**config.mk**
```make
export PLATFORM = sky130hd
export DESIGN_NAME = modulo_display_mux
export DESIGN_NICKNAME = d
export VERILOG_FILES = /design/src/rtl/modulo_display_mux.sv
export SDC_FILE = /design/constraint.sdc
export NUM_CORES = 1
export LEC_CHECK = 0
export CORE_MARGIN = 4
export CORE_UTILIZATION = 51
export CTS_BUF_LIST = sky130_fd_sc_hd__clkbuf_8
export CTS_CLUSTER_SIZE = 10
export DETAILED_ROUTE_END_ITERATION = 6
export GPL_TIMING_DRIVEN = 1
export PLACE_DENSITY = 0.79
export SETUP_SLACK_MARGIN = 0.3
export SLEW_MARGIN = 15
export SYNTH_ARGS = -nofsm -noshare
export SYNTH_HDL_FRONTEND = slang
export SYNTH_SLANG_ARGS = --single-unit
```
**constraint.sdc**
```tcl
create_clock -name clk -period 1.8 [get_ports clk]
set_input_delay 0.36 -clock clk [delete_from_list [all_inputs] [get_ports clk]]
set_output_delay 0.36 -clock clk [all_outputs]
set_load 0.01 [all_outputs]
```
**src/rtl/modulo_display_mux.sv**
```systemverilog
`default_nettype none
// ============================================================================
// Module      : modulo_display_mux
// Description : Time-multiplexed 4-digit common-anode 7-segment scanner with
//               per-frame digit snapshot. Optional macro DISPLAY_DIM_EN adds
//               half-brightness dimming driven by the dim input.
// Revision    : 1.0 - initial release
// ============================================================================
module modulo_display_mux #(
  parameter int DIV_WIDTH = 16,
  parameter int DIV_MAX   = 49999
) (
  input  logic       clk,
  input  logic       rst,
  input  logic       en,
  input  logic [3:0] dig0,
  input  logic [3:0] dig1,
  input  logic [3:0] dig2,
  input  logic [3:0] dig3,
  input  logic [3:0] dp_in,
  input  logic       dim,
  output logic [3:0] an,
  output logic [6:0] seg,
  output logic       dp
);

  localparam logic [DIV_WIDTH-1:0] C_DIV_MAX = DIV_WIDTH'(DIV_MAX);

  logic [DIV_WIDTH-1:0] r_cnt;
  logic [1:0]           r_sel;
  logic [3:0][3:0]      r_shadow_dig;
  logic [3:0]           r_shadow_dp;
  logic [3:0]           r_an;
  logic [6:0]           r_seg;
  logic                 r_dp;

  logic                 w_tick;
  logic                 w_blank;
  logic [3:0]           w_digit;
  logic [6:0]           w_seg;

  assign w_tick  = (r_cnt == C_DIV_MAX);
  assign w_digit = r_shadow_dig[r_sel];

`ifdef DISPLAY_DIM_EN
  localparam logic [DIV_WIDTH-1:0] C_DIV_HALF = DIV_WIDTH'(DIV_MAX >> 1);
  // Anode is lit only in the first half of each slot when dimming.
  assign w_blank = dim && (r_cnt > C_DIV_HALF);
`else
  logic w_unused_dim;
  assign w_unused_dim = dim;
  assign w_blank      = 1'b0;
`endif

  always_comb begin
    w_seg = 7'b1111111;
    case (w_digit)
      4'h0: w_seg = 7'b1000000;
      4'h1: w_seg = 7'b1111001;
      4'h2: w_seg = 7'b0100100;
      4'h3: w_seg = 7'b0110000;
      4'h4: w_seg = 7'b0011001;
      4'h5: w_seg = 7'b0010010;
      4'h6: w_seg = 7'b0000010;
      4'h7: w_seg = 7'b1111000;
      4'h8: w_seg = 7'b0000000;
      4'h9: w_seg = 7'b0010000;
      4'hA: w_seg = 7'b0001000;
      4'hB: w_seg = 7'b0000011;
      4'hC: w_seg = 7'b1000110;
      4'hD: w_seg = 7'b0100001;
      4'hE: w_seg = 7'b0000110;
      4'hF: w_seg = 7'b0001110;
      default: w_seg = 7'b1111111;
    endcase
  end

  // Prescaler, slot select and frame snapshot; disabled scan keeps shadow transparent.
  always_ff @(posedge clk or posedge rst) begin
    if (rst) begin
      r_cnt        <= '0;
      r_sel        <= 2'd0;
      r_shadow_dig <= '0;
      r_shadow_dp  <= 4'b0000;
    end else if (!en) begin
      r_cnt        <= '0;
      r_sel        <= 2'd0;
      r_shadow_dig <= {dig3, dig2, dig1, dig0};
      r_shadow_dp  <= dp_in;
    end else begin
      if (w_tick) begin
        r_cnt <= '0;
        r_sel <= r_sel + 2'd1;
        if (r_sel == 2'd3) begin
          r_shadow_dig <= {dig3, dig2, dig1, dig0};
          r_shadow_dp  <= dp_in;
        end
      end else begin
        r_cnt <= r_cnt + 1'b1;
      end
    end
  end

  always_ff @(posedge clk or posedge rst) begin
    if (rst) begin
      r_an  <= 4'b1111;
      r_seg <= 7'b1111111;
      r_dp  <= 1'b1;
    end else if (!en) begin
      r_an  <= 4'b1111;
      r_seg <= 7'b1111111;
      r_dp  <= 1'b1;
    end else begin
      r_an  <= w_blank ? 4'b1111 : ~(4'b0001 << r_sel);
      r_seg <= w_seg;
      r_dp  <= ~r_shadow_dp[r_sel];
    end
  end

  assign an  = r_an;
  assign seg = r_seg;
  assign dp  = r_dp;

endmodule
`default_nettype wire

```
# Yosys cells after proc, flatten, opt, wreduce, memory -nomap -nowiden
# Memory sizes are Yosys's and may differ from the RTL's.
# Index checks and enable logic that the tools add are counted.
[totals] input_bits=24 memories=1 word_cells=39 register_bits=50 rom_bits=112
[mem_list] name="(name not given)" words=16 width=7 rd=1 rd_ports_with_merged_regs=0 wr=0 line_no="57" source="case (w_digit)"
[classes] n_eq_ne=4 shifts=1 n_mux=17 n_reduce_logical=1 addsub=2 bitwise=2 order_cmp=1
[ops] operator="two-way mux 16 bit" n=5
[ops] operator="two-way mux 4 bit" n=5
[ops] operator="adder 16 x 1 -> 16 bit, second input constant" n=1
[ops] operator="== test 16 bit, second input constant" n=1
[ops] operator="binary-select mux 4 bit (select 2 bit)" n=1
[ops] operator="two-way mux 7 bit" n=1
[ops] operator="two-way mux 2 bit" n=2
[ops] operator="inequality test 2 x 1 -> 1 bit, second input constant" n=2
[ops] operator="NOT 4 bit" n=1
[ops] operator="<< shifter 1 x 2 -> 4 bit, first input constant" n=1
[ops] operator="< comparator 2 x 3 -> 1 bit, second input constant" n=1
[ops] operator="adder 2 x 1 -> 2 bit, second input constant" n=1
[ops] operator="binary-select mux 1 bit (select 2 bit)" n=1
[ops] operator="== test 2 bit, second input constant" n=1
[ops] operator="two-way mux 1 bit" n=2
[ops] operator="AND reduction 2 bit" n=1
[ops] operator="NOT 1 bit" n=1

# Longest topological paths before layout
# Gate-level depths: netlist (run 1).
[depth] ltp_word=4 ltp_mapped=8 mapped_depth_nobuf=7

# Worst setup path before layout (run 1)
# No wires, ideal clock.
[synth_timing] kind="register to register" start="reg r_sel[0]" end="reg r_seg[5], in the netlist seg[5]" path_stages_with_launch=7 required_ns=1.716 arrival_time_ns=1.807 synth_period_minus_slack_ns=1.891 slack_ns=-0.091 path_cell_list="dfrtp_1 -> buf_6 -> mux4_1 -> ha_1 -> mux2_4 -> nand2_1 -> o211ai_2"
[synth_between] elab_chain_cells=4
[synth_lines] element="start, declared" line_no="30" source="logic [1:0] r_sel;"
[synth_lines] element="start signal, assigned" line_no="93" source="r_sel <= r_sel + 2'd1;"
[synth_lines] element="binary-select mux 4 bit (select 2 bit)" line_no="43" source="assign w_digit = r_shadow_dig[r_sel];"
[synth_lines] element="two-way mux 4 bit (not written as such)" line_no="43"
[synth_lines] element="memory read (16 x 7 bit)"
[synth_lines] element="two-way mux 7 bit" line_no="109" source="end else if (!en) begin"
[synth_lines] element="end signal, assigned" line_no="115" source="r_seg <= w_seg;"
[synth_lines] element="end, declared" line_no="34" source="logic [6:0] r_seg;"
# No other way between the ends. The select of a mux whose other input is x is not followed.
# A chain may end at the register's enable or synchronous reset.

# Worst setup path in the final report (run 1)
[layout_timing] start="reg r_cnt[10]" end="reg r_shadow_dig[14] (netlist name)"
[layout_between] elab_chain_cells=3
[layout_lines] element="start, declared" line_no="29" source="logic [DIV_WIDTH-1:0] r_cnt;"
[layout_lines] element="start signal, assigned" line_no="99" source="r_cnt <= r_cnt + 1'b1;"
[layout_lines] element="== test 16 bit" line_no="42" source="assign w_tick = (r_cnt == C_DIV_MAX);"
[layout_lines] element="inequality test 2 x 1 -> 1 bit (no line)"
[layout_lines] element="AND reduction 2 bit (no line)"
[layout_lines] element="end signal, assigned" line_no="88" source="r_shadow_dig <= {dig3, dig2, dig1, dig0};"
[layout_lines] element="end signal, assigned" line_no="95" source="r_shadow_dig <= {dig3, dig2, dig1, dig0};"
[layout_lines] element="end, declared" line_no="31" source="logic [3:0][3:0] r_shadow_dig;"
# No other way between the ends.

==> results by group, run 1 <==
Outcome
  • Status: finished with violations
  • Failing checks: negative setup slack

Worst setup path
  • Critical path type: reg2reg
  • Critical path startpoint category: flop
  • Critical Path Sink Type: flop
  • Crit path max fanout: 5
  • Worst Path Arrival: 2.05 ns
  • CP Data Required Time: 1.99 ns

GRT
  • Global-route wire length before repair: 9380 um
  • Number of global-route vias before repair: 1935
  • Overall Global Routing Usage: 19.9%
  • GR Util met1: 24.4%
  • Grt met2 use: 34.7%
  • Gr busiest metal: met2
  • Largest net degree at the start of global routing: 23
  • Met3 GRT Util: 3.36%
  • Global route total overflow: 0
  • Initial antenna violation count: 0

Clock tree
  • CTS Root Buffer Type: clkbuf_8
  • Clock slew at reported path FFs: 0.09 ns
  • Clk buf depth: 2
  • Clock sinks: 50
  • Number of clock buffers inserted by TritonCTS: 5
  • CTS tree: built
  • Worst skew pair latency: 0.30 ns
  • CTS Hold Bufs: 0
  • H-Tree Depth: 2

Timing
  • RSZ-0062 raised after global routing: true
  • Final setup viols: 22
  • Final Hold Viols: 0
  • Post-route minimum period: 1.86 ns
  • Final setup margin: -0.0628 ns
  • Fin crit share: 103%
  • Max Clock Skew: 0.0117 ns
  • Worst-margin pin slew: 0.500 ns
  • Count of pins over their slew limit: 0
  • Max-slew headroom: 66.6%
  • Achievable Freq: 0.537 GHz

Synth
  • Compound-cell area share of the yosys netlist: 5.27%
  • Synth Area in Simple Gates: 13.5%
  • Synth Register Bits: 50
  • Mean Syn Cell Area: 12.4 um^2
  • Synth Area in Adders: 5.58%
  • Top FF cell, synth: dfrtp_1
  • Post-synth top area share: 38.5%
  • Syn Inst Count: 199
  • Synth area leader: dfrtp_1
  • Post-synth ARST share: 100%
  • Mapped cell area: 2470 um^2
  • Area contributors post-synth: dfrtp_1 (39%), dfstp_2 (13%), mux2_1 (7.3%)
  • Most common cell in the netlist: dfrtp_1
  • Yosys warns: 0
  • Post-synthesis mux area share: 15.6%
  • Top cells by count, synth: dfrtp_1 (38), mux2_1 (16), nand2_1 (14), nor2_1 (13), dfstp_2 (12)
  • Post-synth EDFFs: 0
  • Post-synthesis sequential area ratio: 51.3%
  • Largest family of logic cells by synthesized area: multiplexers
  • Syn nets: 234
  • Area share of xor/xnor cells in the synthesized design: 4.26%
  • Netlist cell types: 45

Routing
  • Remaining antenna violation count: 0
  • Vias: 1874
  • Remaining DRCs: 0
  • DR WL/cell: 17.9 um
  • Post-Route WL: 5890 um
  • Vias per std cell: 5.70
  • 1st-iter DRT viols: 131
  • Drt first pass iters: 4

Final layout
  • Antenna Cells: 0
  • Layout Nets: 309
  • Area delta synth->final: 43.6%
  • Final instance area: 3540 um^2
  • Final instance count without filler cells: 329
  • Layout cells sized above 1: 44.0%

Job
  • # Max-Cap Violations: 0

Placed design
  • Placed insts: 302
  • Gpl congestion: 0.842
  • IO buf count: 34
  • DP HPWL: 3470 um
  • Placed instance area: 3140 um^2

Die
  • Core area: 4690 um^2
  • Die ar.: 6020 um^2
  • I/O pins: 36
  • Die height: 77.6 um
  • Cell row count: 25
  • Initial Utilization: 52.6%
  • Die Width: 77.6 um

Power and ir drop
  • Max IR drop VDD: 0.000492 V
  • Cell Pwr Density: 672 nW/um^2
  • Pleak: 0.00155 uW

Min path
  • Hold Crit Class: in2async
==> through the flow <==
stage	setup slack [ns]	hold WS (ns)	total power [uW]	setup TNS, ns	utilization, %
final	-0.0628	0.435	2380	-0.754	75.5
after global routing	-0.133	0.462	2490	-2.21	75.5
after CTS	0.0101	0.448	2350	0	73.2
after detailed placement	-0.0153	0.489	1690	-0.0288	66.9
after global placement	0.0193	0.485	1680	0	66.9
after floorplan	0.0369	0.398	1520	0	-
==> path summary, 6_finish.rpt <==
check                                           start                           end  slack, ns  cells past startpoint
max                               r_cnt[10]$_DFF_PP0_  r_shadow_dig[14]$_DFFE_PP0P_      -0.06                      6
min reg2reg                r_shadow_dp[0]$_DFFE_PP0P_    r_shadow_dp[0]$_DFFE_PP0P_       0.53                      1
max reg2reg                       r_cnt[10]$_DFF_PP0_  r_shadow_dig[14]$_DFFE_PP0P_      -0.06                      6
max in group asynchronous                         rst            r_cnt[8]$_DFF_PP0_       0.87                      3
min in group clk           r_shadow_dp[0]$_DFFE_PP0P_    r_shadow_dp[0]$_DFFE_PP0P_       0.53                      1
min                                               rst   r_shadow_dig[3]$_DFFE_PP0P_       0.44                      2
==> what timing repair did <==
action	CTS	global route
setup buffers	12	3
gates cloned	2	2
setup endpoints to repair	53	42
pin swaps	5	5
endpoints found under the hold margin	0	0
resized for setup	33	16
==> sequential cells by signal (all words and copies together) (netlist names) <==
name          flops
r_sel             2
dp                1
an                4
seg               7
r_cnt            16
r_shadow_dig     16
r_shadow_dp       4
==> cells by family (layout without fill, tap and decap cells) <==
logic type,after synthesis,after routing
adder cells (fa/ha/maj),11,11
AO/OA/AOI/OAI,20,20
AND/OR/NAND/NOR,60,60
multiplexers,28,28
XOR/XNOR,12,12
flip-flops,50,50
buffers and inverters,18,94
==> cell type report <==
class	instances	area, um^2
inverter	8	38.8
multi-input combinational	131	1320
tap	54	67.6
clock buffer	5	68.8
sequential	50	1270
clock inverter	3	16.3
fill	273	1150
timing repair buffer	78	764
==> layer usage <==
layer	up-vias	share of wire [%]	routed length, um
met5	-	0	0
met2	63	51	2980
met4	0	1.5	90
met3	11	4.6	273
li1	852	-	-
met1	948	43	2540
==> cell usage in the layout (no fill, tap or decap), types with 3 or more instances in the layout <==
| cell | instances |
|---|---|
| xor2_1 | 8 |
| dlygate4sd2_1 | 12 |
| dfstp_2 | 12 |
| nand2_1 | 13 |
| ha_1 | 6 |
| buf_6 | 7 |
| inv_1 | 5 |
| nand3_4 | 3 |
| mux2_4 | 21 |
| nand3_1 | 4 |
| a21oi_2 | 3 |
| dfrtp_1 | 36 |
| nand4_1 | 6 |
| ha_4 | 3 |
| buf_4 | 32 |
| o21ai_0 | 3 |
| clkbuf_8 | 5 |
| mux4_2 | 4 |
| o211ai_1 | 3 |
| clkdlybuf4s50_1 | 22 |
| nor2_1 | 12 |
| xnor2_1 | 4 |
==> power by group <==
part | total (uW) | internal (uW) | switching (uW)
Sequential | 1250 | 1210 | 39.6
Clock | 633 | 267 | 366
Combinational | 500 | 289 | 211
==> critical path, cell delays in order (launching register included) <==
cell	delay [ns]
dfrtp_2	0.44
nor4b_4	0.31
nand4_4	0.15
o21ai_4	0.25
buf_4	0.17
buf_16	0.12
mux2_4	0.31
Power figures use the tool's default switching activity.
==> run 2: changes to the inputs <==
--- a/config.mk
+++ b/config.mk
@@ -13,7 +13,6 @@
 export GPL_TIMING_DRIVEN = 1
 export PLACE_DENSITY = 0.79
 export SETUP_SLACK_MARGIN = 0.3
-export SLEW_MARGIN = 15
 export SYNTH_ARGS = -nofsm -noshare
 export SYNTH_HDL_FRONTEND = slang
 export SYNTH_SLANG_ARGS = --single-unit
==> constraint.sdc (replaced) <==
create_clock -name clk -period 1.8 [get_ports clk]
set_input_delay 0.27 -clock clk [delete_from_list [all_inputs] [get_ports clk]]
set_output_delay 0.27 -clock clk [all_outputs]
set_load 0.01 [all_outputs]
==> run 2 against run 1 <==
The flow still finishes with violations (negative setup slack). Power fell by 0.16%. Non-clock buffer count fell by 8. Register-to-register slack improved by 0.03 ns. Final cell count fell by 2.4%. Critical path depth did not move. Critical path type unchanged. Largest cell class unchanged.
==> results by group, run 2 (same netlist as run 1, synthesis figures left out) <==
Die
  • Initial Utilization: 52.6%
  • Die height: 77.6 um
  • Cell row count: 25
  • Die Width: 77.6 um
  • I/O pins: 36
  • Core area: 4690 um^2
  • Die ar.: 6020 um^2

Worst setup path
  • Worst Path Arrival: 2.03 ns
  • RR Startpoint: r_cnt[7]$_DFF_PP0_
  • Register-to-register setup slack: -0.03 ns
  • Critical path type: reg2reg
  • FF-to-FF path depth: 6
  • CP Data Required Time: 1.99 ns
  • Critical Path Sink Type: flop
  • Critical path startpoint category: flop
  • Ordered list of cells on the worst path: nor4b_4, nand4_4, o21ai_4, buf_4, buf_16, mux2_4
  • Crit path max fanout: 10
  • Worst path max stage delay: 0.46 ns
  • RR Endpoint: r_shadow_dp[0]$_DFFE_PP0P_
  • Crit path max-delay cell type: dfrtp_2

Clock tree
  • CTS tree: built
  • Worst skew pair latency: 0.31 ns
  • CTS Root Buffer Type: clkbuf_8
  • H-Tree Depth: 2
  • CTS Hold Bufs: 0
  • Clk buf depth: 2
  • Number of clock buffers inserted by TritonCTS: 5
  • Clock sinks: 50
  • Clock slew at reported path FFs: 0.09 ns

Power and ir drop
  • Cell Pwr Density: 690 nW/um^2
  • Max IR drop VDD: 0.000485 V
  • Pleak: 0.00150 uW

Placed design
  • IO buf count: 34
  • Worst slack, placed: -0.00136 ns
  • DP HPWL: 3360 um
  • Gpl congestion: 0.849

Timing
  • Achievable Freq: 0.545 GHz
  • Max-slew headroom: 78.3%
  • Final Hold Viols: 0
  • Max Clock Skew: 0.0112 ns
  • Setup TNS: -0.324 ns
  • RSZ-0062 raised after global routing: true
  • Fin crit share: 102%
  • Final setup margin: -0.0332 ns
  • Final setup viols: 13
  • Count of pins over their slew limit: 0
  • Post-route minimum period: 1.83 ns
  • Worst-margin pin slew: 0.326 ns

GRT
  • Largest net degree at the start of global routing: 51
  • Overall Global Routing Usage: 18.5%
  • Global-route wire length before repair: 8540 um
  • Number of global-route vias before repair: 1734
  • Initial antenna violation count: 0
  • Global route total overflow: 0

Final layout
  • Finished Core Util: 73.5%
  • Most frequent cells in the layout: dfrtp_1 (36), buf_4 (26), clkdlybuf4s50_1 (22), mux2_4 (18), nor2_1 (13)
  • Commonest non-fill, non-tap cell in the layout: dfrtp_1
  • Area delta synth->final: 39.7%
  • Layout cells sized above 1: 42.7%
  • Filler cells: 304
  • Layout Nets: 301
  • Antenna Cells: 0

Routing
  • Remaining antenna violation count: 0
  • Vias per std cell: 5.58
  • Drt first pass iters: 4
  • Vias: 1792
  • 1st-iter DRT viols: 150
  • DR WL/cell: 17.3 um
  • Remaining DRCs: 0
  • Post-Route WL: 5550 um

Outcome
  • Failing checks: negative setup slack
  • Status: finished with violations

Job
  • # Max-Cap Violations: 0

Min path
  • Hold Crit Class: in2async
==> run 2: changes by cell type in the layout (fill, tap and decap cells not counted), moves of 2 or more <==
cell,before,now
buf_4,32,26
buf_6,7,5
clkinvlp_4,2,0
mux2_2,0,3
mux2_4,21,18
==> run 2: layout make-up <==
| type | count | area [um^2] | share of cell area, % |
|---|---|---|---|
| Inverter | 8 | 35.0 | 1.02 |
| Clock buffer | 6 | 82.6 | 2.39 |
| Timing Repair Buffer | 70 | 677 | 19.6 |
| Multi-Input combinational cell | 131 | 1310 | 38.0 |
| Tap cell | 54 | 67.6 | 1.96 |
| Clock inverter | 2 | 8.76 | 0.254 |
| Sequential cell | 50 | 1270 | 36.8 |
==> run 2: metrics by stage <==
stage          instance area [um^2]  total power [uW]  std cells  hold slack [ns]
4_1_cts                        3310              2350        313            0.317
5_1_grt                        3450              2490        321            0.339
6_report                       3450              2380        321            0.307
3_5_place_dp                   3080              1670        295            0.486
2_1_floorplan                  2610              1520        199            0.405
3_3_place_gp                   3080              1650        295            0.477
==> run 2: timing repair <==
item | 4_1_cts | 5_1_grt
gates resized for setup | 23 | 19
endpoints found under the setup margin | 53 | 42
gates cloned | 2 | 1
pin swaps | 7 | 14
buffers inserted | 8 | 7
==> run 2: worst max-delay path, delay by kind of cell (launching register included) <==
kind,cells,cell delay (ns)
buffers and inverters,2,0.31
muxes,1,0.30
DFF,1,0.46
AOI/OAI and AO/OA,1,0.19
and+or+nand+nor,2,0.46
==> run 2: worst max-delay path by stage <==
stage	start	endpoint	slack [ns]	cells past startpoint
floorplan	r_sel[0]$_DFFE_PP0P_	seg[5]$_DFF_PP1_	0.04	6
finish	r_cnt[7]$_DFF_PP0_	r_shadow_dp[0]$_DFFE_PP0P_	-0.03	6
global placement	r_sel[0]$_DFFE_PP0P_	seg[3]$_DFF_PP1_	0.02	7
CTS	r_cnt[11]$_DFF_PP0_	r_shadow_dig[0]$_DFFE_PP0P_	0.02	6
global route	r_cnt[7]$_DFF_PP0_	r_shadow_dig[8]$_DFFE_PP0P_	-0.09	6
detailed placement	r_sel[0]$_DFFE_PP0P_	seg[6]$_DFF_PP1_	-0.001	6
==> run 2: routing by layer <==
metal | wire length (um) | vias up | GRT usage (%)
met5 | 0 | - | 0
met4 | 160 | 0 | 8.36
met3 | 266 | 14 | 4.41
met2 | 2640 | 66 | 29.5
met1 | 2480 | 878 | 23.8
li1 | - | 834 | -
==> run 2: power breakdown <==
group | total [uW] | switching, uW | internal (uW)
clock network | 669 | 364 | 305
logic | 455 | 193 | 262
registers | 1260 | 43.8 | 1210
==> run 3: changes to the inputs <==
--- a/config.mk
+++ b/config.mk
@@ -5,13 +5,16 @@
 export SDC_FILE = /design/constraint.sdc
 export NUM_CORES = 1
 export LEC_CHECK = 0
+export ABC_AREA = 1
 export CORE_MARGIN = 4
-export CORE_UTILIZATION = 51
+export CORE_UTILIZATION = 55
 export CTS_BUF_LIST = sky130_fd_sc_hd__clkbuf_8
 export CTS_CLUSTER_SIZE = 10
 export DETAILED_ROUTE_END_ITERATION = 6
+export DONT_BUFFER_PORTS = 1
 export GPL_TIMING_DRIVEN = 1
-export PLACE_DENSITY = 0.79
+export HOLD_SLACK_MARGIN = 0.03
+export PLACE_DENSITY = 0.73
 export SETUP_SLACK_MARGIN = 0.3
 export SYNTH_ARGS = -nofsm -noshare
 export SYNTH_HDL_FRONTEND = slang
==> run 3 against run 2 <==
Fmax increased by 22%. Clock skew down 0.0013 ns. Final cell count rose by 31%. Non-clock buffer count shrank 51. Global-route usage up 2.0 points. Combinational power increased by 56%. Via count up 29%. Die area grew 1.4%. Register-to-register slack improved by 0.33 ns. The run now ends clean. Sequential cell count is the same. Core utilization decreased by 5.4 points. Highest routed layer unchanged.
==> results by group, run 3 <==
Timing
  • Max-slew headroom: 58.9%
  • Worst-margin pin slew: 0.617 ns
  • Final setup viols: 0
  • RSZ-0062 raised after global routing: true
  • Max Clock Skew: 0.00989 ns
  • Setup TNS: 0 ns
  • Count of pins over their slew limit: 0
  • Fin crit share: 83.3%
  • Final Hold Viols: 0
  • Post-route minimum period: 1.50 ns
  • Achievable Freq: 0.667 GHz

GRT
  • Largest net degree at the start of global routing: 51
  • Overall Global Routing Usage: 20.5%
  • Global-route wire length before repair: 10000 um
  • Global route total overflow: 0
  • Initial antenna violation count: 0
  • Number of global-route vias before repair: 2185

Routing
  • Drt first pass iters: 4
  • Vias per std cell: 5.46
  • Remaining antenna violation count: 0
  • 1st-iter DRT viols: 158
  • Remaining DRCs: 0
  • DR WL/cell: 14.6 um
  • Post-Route WL: 6150 um
  • Vias: 2303

Worst setup path
  • Critical path type: reg2reg
  • Critical Path Sink Type: flop
  • Crit path max fanout: 6
  • Crit path max-delay cell type: dfrtp_2
  • Worst Path Arrival: 1.75 ns
  • CP top delay family: simple AND/OR/NAND/NOR gates
  • Critical path startpoint category: flop
  • Most used cell, CP: nor2_1
  • Worst path bufs/invs: 1
  • Ordered list of cells on the worst path: inv_4, nand2_2, nand3_4, nand2_8, ha_4, nand3_2, nor2_1, nor2_1, nand2_1
  • Worst path max stage delay: 0.46 ns
  • CP Data Required Time: 2.05 ns

Job
  • # Max-Cap Violations: 0

Final layout
  • Area delta synth->final: 19.7%
  • Most frequent cells in the layout: nand2_1 (83), nand3_1 (61), nor2_1 (37), dfrtp_1 (36), inv_1 (17)
  • Layout Nets: 389
  • Layout cells sized above 1: 27.0%
  • Antenna Cells: 0
  • Commonest non-fill, non-tap cell in the layout: nand2_1

Synth
  • Post-synth top area share: 35.2%
  • Syn Inst Count: 338
  • Mapped cell area: 2710 um^2
  • Post-synthesis sequential area ratio: 46.8%
  • Post-synth EDFFs: 0
  • Top cells by count, synth: nand2_1 (97), nand3_1 (72), nor2_1 (39), dfrtp_1 (38), inv_1 (21)
  • Syn nets: 373
  • Mean Syn Cell Area: 8.00 um^2
  • Post-synth ARST share: 100%
  • Synth Register Bits: 50
  • Area contributors post-synth: dfrtp_1 (35%), nand2_1 (13%), nand3_1 (13%)
  • Netlist cell types: 28
  • Synth area leader: dfrtp_1
  • Most common cell in the netlist: nand2_1
  • Yosys warns: 0
  • Top FF cell, synth: dfrtp_1

Clock tree
  • CTS Root Buffer Type: clkbuf_8
  • CTS tree: built
  • Clock sinks: 50
  • Clock slew at reported path FFs: 0.09 ns
  • H-Tree Depth: 2
  • Number of clock buffers inserted by TritonCTS: 5
  • Worst skew pair latency: 0.31 ns
  • Clk buf depth: 2

Placed design
  • DP HPWL: 3650 um
  • IO buf count: 0
  • Gpl congestion: 0.848

Die
  • Core area: 4750 um^2
  • Initial Utilization: 56.9%
  • Die height: 78.1 um
  • Die Width: 78.1 um
  • Cell row count: 25
  • Die ar.: 6100 um^2
  • I/O pins: 36

Outcome
  • Status: finished clean

Power and ir drop
  • Total power: 2880 uW
  • Max IR drop VDD: 0.000439 V
  • Pleak: 0.00152 uW
  • Cell Pwr Density: 888 nW/um^2

Min path
  • Hold Crit Class: in2reg
==> run 3: cell count changes in the layout (fill, tap and decap cells not counted), sizes merged, moves of 4 or more <==
cell           delta
and3              -4
buf              -21
clkdlybuf4s50    -22
dlygate4sd2      -12
inv              +16
mux2             -21
mux4              -5
nand2            +89
nand3            +68
nor2             +28
o211ai            -4
xnor2             -4
xor2              -5
==> run 3: timing repair <==
item / 4_1_cts / 5_1_grt
hold endpoints to repair: 47 / 1
gates cloned: 0 / 4
pin swaps: 2 / 17
buffers inserted: 2 / 5
setup endpoints to repair: 32 / 40
gates resized for setup: 15 / 53
hold buffers: 2 / 1
==> run 3: path summary, 6_finish.rpt <==
kind                                      startpoint                    to  slack (ns)  cells past startpoint
worst min register to register    r_cnt[0]$_DFF_PP0_    r_cnt[0]$_DFF_PP0_        0.46                      1
worst max-delay path            r_sel[0]$_DFFE_PP0P_      seg[1]$_DFF_PP1_        0.30                      9
worst min-delay path                              en    r_cnt[2]$_DFF_PP0_        0.08                      2
max in group asynchronous                        rst  r_sel[1]$_DFFE_PP0P_        0.77                      3
worst max register to register  r_sel[0]$_DFFE_PP0P_      seg[1]$_DFF_PP1_        0.30                      9
min in group asynchronous                        rst   r_cnt[10]$_DFF_PP0_        0.57                      3
==> run 3: power breakdown <==
| part | internal (uW) | leakage [uW] | switching, uW | total (uW) |
|---|---|---|---|---|
| logic | 283 | 0.000829 | 428 | 710 |
| registers | 1260 | 0.000630 | 89.0 | 1350 |
| clock network | 448 | 0.0000626 | 371 | 819 |
| total | 1990 | 0.00152 | 888 | 2880 |
==> run 3: cell type report <==
class	count	area, um^2
repair buffers	19	163
well taps	67	83.8
multi-input cells	253	1500
flip-flops and latches	50	1270
inverters	25	108
fillers	381	1520
clock inverters	2	33.8
clock buffers	6	82.6
==> run 3: through the flow <==
stage	util, %	hold WS, ns	cells	cell area [um^2]	setup WS, ns
after global placement	57.7	0.317	400	2750	0.204
after global routing	68.1	0.0912	422	3240	0.204
final	68.1	0.0812	422	3240	0.300
after detailed placement	57.7	0.316	400	2750	0.124
after floorplan	-	0.408	338	2710	0.301
after CTS	61.9	0.0343	412	2950	0.274
==> run 3: worst register-to-register path, stage by stage (launching register included) <==
cell     delay [ns]
dfrtp_2        0.46
inv_4          0.13
nand2_2        0.08
nand3_4        0.11
nand2_8        0.09
ha_4           0.27
nand3_2        0.08
nor2_1         0.12
nor2_1         0.05
nand2_1        0.06
==> run 3: logic make-up (layout without fill, tap and decap cells) <==
| group | after synthesis | in the layout | synth area share (%) |
|---|---|---|---|
| AO/OA/AOI/OAI | 10 | 10 | 1.99 |
| flip-flops | 50 | 50 | 46.8 |
| AND/OR/NAND/NOR | 227 | 229 | 38.0 |
| buffers and inverters | 37 | 52 | 7.17 |
| adder cells (fa/ha/maj) | 11 | 11 | 5.09 |
| XOR/XNOR | 3 | 3 | 0.972 |
==> run 3: per-layer routing <==
metal,vias to the layer above,wire length (um),track usage (%)
met5,-,0,0
li1,1127,-,-
met1,1089,2710,27.4
met2,79,3040,33.4
met4,0,80,7.69
met3,8,321,3.33
